File: src/rtl/booth_pkg.sv
// Shared types and the Booth op decoder for the sequential Booth multiplier.
package booth_pkg;

  typedef enum logic [1:0] {IDLE, CALC, DONE} booth_state_t;

  typedef enum logic [1:0] {BOOTH_NOP, BOOTH_ADD, BOOTH_SUB} booth_op_t;

  // Radix-2 Booth recoding of the current multiplier bit pair {Q[0], Q_1}.
  function automatic booth_op_t booth_decode(input logic q0, input logic q_1);
    booth_op_t op;
    case ({q0, q_1})
      2'b10:   op = BOOTH_SUB;
      2'b01:   op = BOOTH_ADD;
      default: op = BOOTH_NOP;
    endcase
    return op;
  endfunction

endpackage

File: src/rtl/booth_addsub.sv
// Combinational add/sub step unit: output_c = a+b, a-b or a depending on op.
module booth_addsub
  import booth_pkg::*;
#(
  parameter int WIDTH = 9
) (
  input  logic [WIDTH-1:0] input_a,
  input  logic [WIDTH-1:0] input_b,
  input  booth_op_t        op,
  output logic [WIDTH-1:0] output_c
);

  always_comb begin
    output_c = input_a;
    case (op)
      BOOTH_ADD: output_c = input_a + input_b;
      BOOTH_SUB: output_c = input_a - input_b;
      default:   output_c = input_a;
    endcase
  end

endmodule

File: src/rtl/booth_mul_seq.sv
// Sequential radix-2 Booth multiplier with start/busy/done handshake.
// Define BOOTH_EARLY_TERM_EN to finish CALC as soon as the remaining steps are all no-ops.
module booth_mul_seq
  import booth_pkg::*;
#(
  parameter int REG_WIDTH = 8
) (
  input  logic                   clk,
  input  logic                   rst,
  input  logic                   ctl_start,
  input  logic [REG_WIDTH-1:0]   input_a,
  input  logic [REG_WIDTH-1:0]   input_b,
  output logic                   ctl_busy,
  output logic                   ctl_done,
  output logic [2*REG_WIDTH-1:0] output_c
);

  localparam int W  = REG_WIDTH;
  localparam int CW = $clog2(W + 1);

  booth_state_t   state_q, state_d;
  logic [W-1:0]   m_q, m_d;
  logic [W:0]     a_q, a_d;
  logic [W-1:0]   q_q, q_d;
  logic           q1_q, q1_d;
  logic [CW-1:0]  cnt_q, cnt_d;
  logic [2*W-1:0] c_q, c_d;

  booth_op_t      op;
  logic [W:0]     sum;
  logic [2*W+1:0] step_cat;
  logic           early_hit;
  logic [2*W:0]   aq_sh;

  // A is one bit wider than M so that A - (-2^(W-1)) cannot overflow.
  assign op = booth_decode(q_q[0], q1_q);

  booth_addsub #(.WIDTH(W + 1)) u_addsub (
    .input_a  (a_q),
    .input_b  ({m_q[W-1], m_q}),
    .op       (op),
    .output_c (sum)
  );

  assign step_cat = {sum, q_q, q1_q};

`ifdef BOOTH_EARLY_TERM_EN
  // Remaining steps are all no-ops when Q[count-1:0] and Q_1 share one value.
  always_comb begin
    early_hit = 1'b1;
    for (int i = 0; i < W; i++) begin
      if ((i < int'(cnt_q)) && (q_q[i] != q1_q)) early_hit = 1'b0;
    end
    aq_sh = $signed({a_q, q_q}) >>> cnt_q;
  end
`else
  assign early_hit = 1'b0;
  assign aq_sh     = '0;
`endif

  always_comb begin
    state_d = state_q;
    m_d     = m_q;
    a_d     = a_q;
    q_d     = q_q;
    q1_d    = q1_q;
    cnt_d   = cnt_q;
    c_d     = c_q;
    case (state_q)
      IDLE, DONE: begin
        state_d = IDLE;
        if (ctl_start) begin
          m_d     = input_a;
          q_d     = input_b;
          a_d     = '0;
          q1_d    = 1'b0;
          cnt_d   = CW'(W);
          state_d = CALC;
        end
      end
      CALC: begin
        if (early_hit) begin
          {a_d, q_d} = aq_sh;
          q1_d       = 1'b0;
          cnt_d      = '0;
          c_d        = {a_d[W-1:0], q_d};
          state_d    = DONE;
        end else begin
          // Arithmetic shift of {A,Q,Q_1} using the post-op A.
          {a_d, q_d, q1_d} = {step_cat[2*W+1], step_cat[2*W+1:1]};
          cnt_d            = cnt_q - CW'(1);
          if (cnt_q == CW'(1)) begin
            c_d     = {a_d[W-1:0], q_d};
            state_d = DONE;
          end
        end
      end
      default: state_d = IDLE;
    endcase
  end

  always_ff @(posedge clk) begin
    if (rst) begin
      state_q <= IDLE;
      m_q     <= '0;
      a_q     <= '0;
      q_q     <= '0;
      q1_q    <= 1'b0;
      cnt_q   <= '0;
      c_q     <= '0;
    end else begin
      state_q <= state_d;
      m_q     <= m_d;
      a_q     <= a_d;
      q_q     <= q_d;
      q1_q    <= q1_d;
      cnt_q   <= cnt_d;
      c_q     <= c_d;
    end
  end

  assign ctl_busy = (state_q == CALC);
  assign ctl_done = (state_q == DONE);
  assign output_c = c_q;

endmodule

File: config.mk
export PLATFORM = sky130hd
export DESIGN_NAME = booth_mul_seq
export DESIGN_NICKNAME = d
export VERILOG_FILES = /design/src/rtl/booth_pkg.sv /design/src/rtl/booth_addsub.sv /design/src/rtl/booth_mul_seq.sv
export SDC_FILE = /design/constraint.sdc
export NUM_CORES = 1
export LEC_CHECK = 0
export BUFFER_PORTS_ARGS = -buffer_cell sky130_fd_sc_hd__clkbuf_2
export CAP_MARGIN = 40
export CELL_PAD_IN_SITES_DETAIL_PLACEMENT = 1
export CELL_PAD_IN_SITES_GLOBAL_PLACEMENT = 1
export CORE_MARGIN = 1
export CORE_UTILIZATION = 44
export DETAILED_ROUTE_END_ITERATION = 12
export PLACE_DENSITY = 0.89
export SLEW_MARGIN = 20
export SYNTH_ARGS = -nofsm -noshare
export SYNTH_HDL_FRONTEND = slang
export SYNTH_SLANG_ARGS = --single-unit
export TNS_END_PERCENT = 5
File: constraint.sdc
create_clock -name clk -period 4.45 [get_ports clk]
set_input_delay 1.335 -clock clk [delete_from_list [all_inputs] [get_ports clk]]
set_output_delay 1.335 -clock clk [all_outputs]
set_load 0.005 [all_outputs]
==> qor.txt <==
Clock-pin slew on the worst setup and hold paths: 100 ps
Avg WL per Cell: 15.6 µm
Peak supply drop: 0.132 mV
Post-DP HPWL: 4410 µm
EDFF count, synth: 0
TritonCTS Buffers: 5
Post-synthesis sequential area ratio: 40.0%
Critical Path Fanout Max: 6
Status: finished, final reports clean
Max-capacitance violation count: 0
Vias in the first global route: 2155
Fmax: 0.307 GHz
Seq pwr share: 45.2%
Hold_ws: 460 ps
Slew @ Worst Pin: 671 ps
Cell Rows: 26
FF+latch count, synth: 47
Worst-case clock buffer depth: 2
Final setup margin: 1190 ps
Leakage: 1.08 nW
Kind of critical path: register to register
Total Routing Usage GR: 24.0%
Final hold violation count: 0
DR vias: 2162
Root Buffer: clkbuf_8
Crit path time final: 3260 ps
Port buffer count: 36
Clock power share: 32.2%
Worst hold path stage count: 2
R2R setup slack: 1190 ps
Die height: 75.2 µm
Residual DRC: 0
CP Launch Type: register
Setup Skew: 7.68 ps
Initial antenna violation count: 0
Diode count: 0
Power Internal: 0.703 mW
Req. time, crit path: 4670 ps
Async SR Flop Fraction: 0%
Sink Count: 47
Nets@finish: 354
Cells after DPL: 385
Primary FF master, synth: dfxtp_1
Post-CTS Setup Inserts: 0
CTS tree: done
Clock latency on the worst-skew pair: 310 ps
WHS Endpoint: output_c[1]
Post-Synthesis Cells: 293
Netlist Area Pre-Place: 2350 µm²
Net Count, Synth: 325
Area grow syn2layout: 15.2%
YS warnings: 0
GRT overflow: 0
Share of layout cells above drive strength 1: 17.0%
Synth area leader: dfxtp_1
Vias per cell: 5.50
Effective utilization at floorplan: 45.8%
P_sw: 0.310 mW
Final setup viols: 0
Synth Area per Inst: 8.04 µm²
Hold-fix buffers, CTS: 0
DR pass1 iterations: 4
Synth top area share: 40.0%
Setup TNS: 0 ps
H-tree depth: 2
I/O pin count: 37
Cell variety after synth: 40
CP Capture Type: register
Post-Route WL: 6150 µm
Worst hold path class: register to register
Die Wd: 75.2 µm
WP data arrival: 3480 ps
Post-DRT Antenna Nets: 0
First-pass GRT wire length: 10200 µm
Switching Fraction: 30.6%
Slew Limit Headroom: 55.2%
Crit share post-route: 73.3%
Initial DRC Count: 129
Hold path startpoint: output_c[1]
R2R Path Start: m_q[2]
PostCTS Resize Cnt: 0
Combinational share of power: 22.7%
RePlAce Congestion: 0.884
Core area: 5140 µm²
Power density over cell area: 374 nW/µm²
Pin count of the biggest net entering global routing: 32
Slew Limit Fails: 0
Setup WS pre-CTS: 1230 ps
Largest cells by area after synthesis: dfxtp_1 (40%), a21oi_1 (8.5%), nand2_1 (8.4%)
Worst r2r dst: output_c[15]
Finished Layout Cells: 393
Fill count: 664
Register-to-Register Path Depth: 11
Die area: 5650 µm²
RSZ-0062 raised after global routing: no
==> sequential cells by signal (all words and copies together), names as in the netlist <==
register and flops:
output_c 16, a_q 8, m_q 8, q_q 8, cnt_q 4, state_q 2
q1_q 1
==> layout by cell type (no fill, tap or decap), drive strengths merged, types with 3 or more instances in the layout <==
cell	n
a211oi	4
a21oi	40
a22oi	12
a31oi	3
buf	4
clkbuf	41
dfxtp	47
ha	12
inv	10
mux2i	4
nand2	53
nand3	7
nor2	31
nor2b	5
nor3	6
o21a	3
o21ai	5
xnor2	10
==> power groups by stage <==
stage	Combinational (mW)	Clock (mW)	Sequential, mW
5_1_grt	0.254	0.349	0.461
2_1_floorplan	0.171	0	0.462
6_report	0.230	0.326	0.458
3_3_place_gp	0.212	0	0.466
4_1_cts	0.229	0.331	0.458
3_5_place_dp	0.226	0	0.467
==> critical path: stages, from the launching register on <==
cell and delay (ps):
dfxtp_1 360, or3_1 420, nor3_1 220, nor2_1 80
xnor2_1 140, ha_1 350, a21o_1 200, a21o_1 230
a221oi_2 310, xnor2_1 230, mux2_4 350, a2111oi_4 300
==> worst max-delay path by stage <==
stage	startpoint	cells after the start	endpoint
6_report	m_q[2]	11	output_c[15]
3_5_place_dp	m_q[2]	11	output_c[15]
4_1_cts	m_q[2]	11	output_c[15]
5_1_grt	m_q[2]	11	output_c[15]
3_3_place_gp	m_q[2]	11	output_c[15]
2_1_floorplan	m_q[2]	11	output_c[15]
==> cells in the mapped netlist, drive strengths merged (3+ instances only) <==
master	n
nor2b	5
o21ai	5
a22oi	12
a31oi	3
inv	9
dfxtp	47
mux2i	4
ha	12
clkbuf	16
nor2	31
o21a	3
nand2	53
nand3	7
xnor2	10
a21oi	40
a211oi	4
nor3	6
==> layout make-up <==
| cell class | instances | area [µm²] | share of cell area (%) |
|---|---|---|---|
| Clock buffer | 5 | 68.8 | 2.54 |
| Inverter | 9 | 33.8 | 1.25 |
| Clock inverter | 3 | 46.3 | 1.71 |
| Timing Repair Buffer | 40 | 223 | 8.21 |
| Sequential cell | 47 | 941 | 34.7 |
| Multi-Input combinational cell | 219 | 1310 | 48.4 |
| Tap cell | 70 | 87.6 | 3.23 |
==> cell families (layout without fill, tap and decap cells) <==
group / count (synthesis) / in the layout / share of synthesized area (%)
flops: 47 / 47 / 40.0
simple gates: 113 / 113 / 20.9
compound gates: 77 / 77 / 21.1
mux: 6 / 6 / 2.82
xor+xnor: 10 / 10 / 3.72
buf+inv: 27 / 57 / 4.30
fa+ha+maj: 13 / 13 / 7.23
==> layer usage <==
layer	track usage [%]	part of all wire (%)	up-vias
li1	-	-	1072
met1	30.2	45	1032
met2	40.8	49	45
met3	4.55	3.8	13
met4	9.26	2.1	0
met5	0	0	-
==> through the flow <==
step	cell area, µm²	total power [mW]	util [%]
6_report	2710	1.01	52.8
5_1_grt	2710	1.06	52.8
4_1_cts	2710	1.02	52.8
3_5_place_dp	2600	0.693	50.5
3_3_place_gp	2570	0.678	50.0
2_1_floorplan	2350	0.633	-
Power figures use the tool's default switching activity.
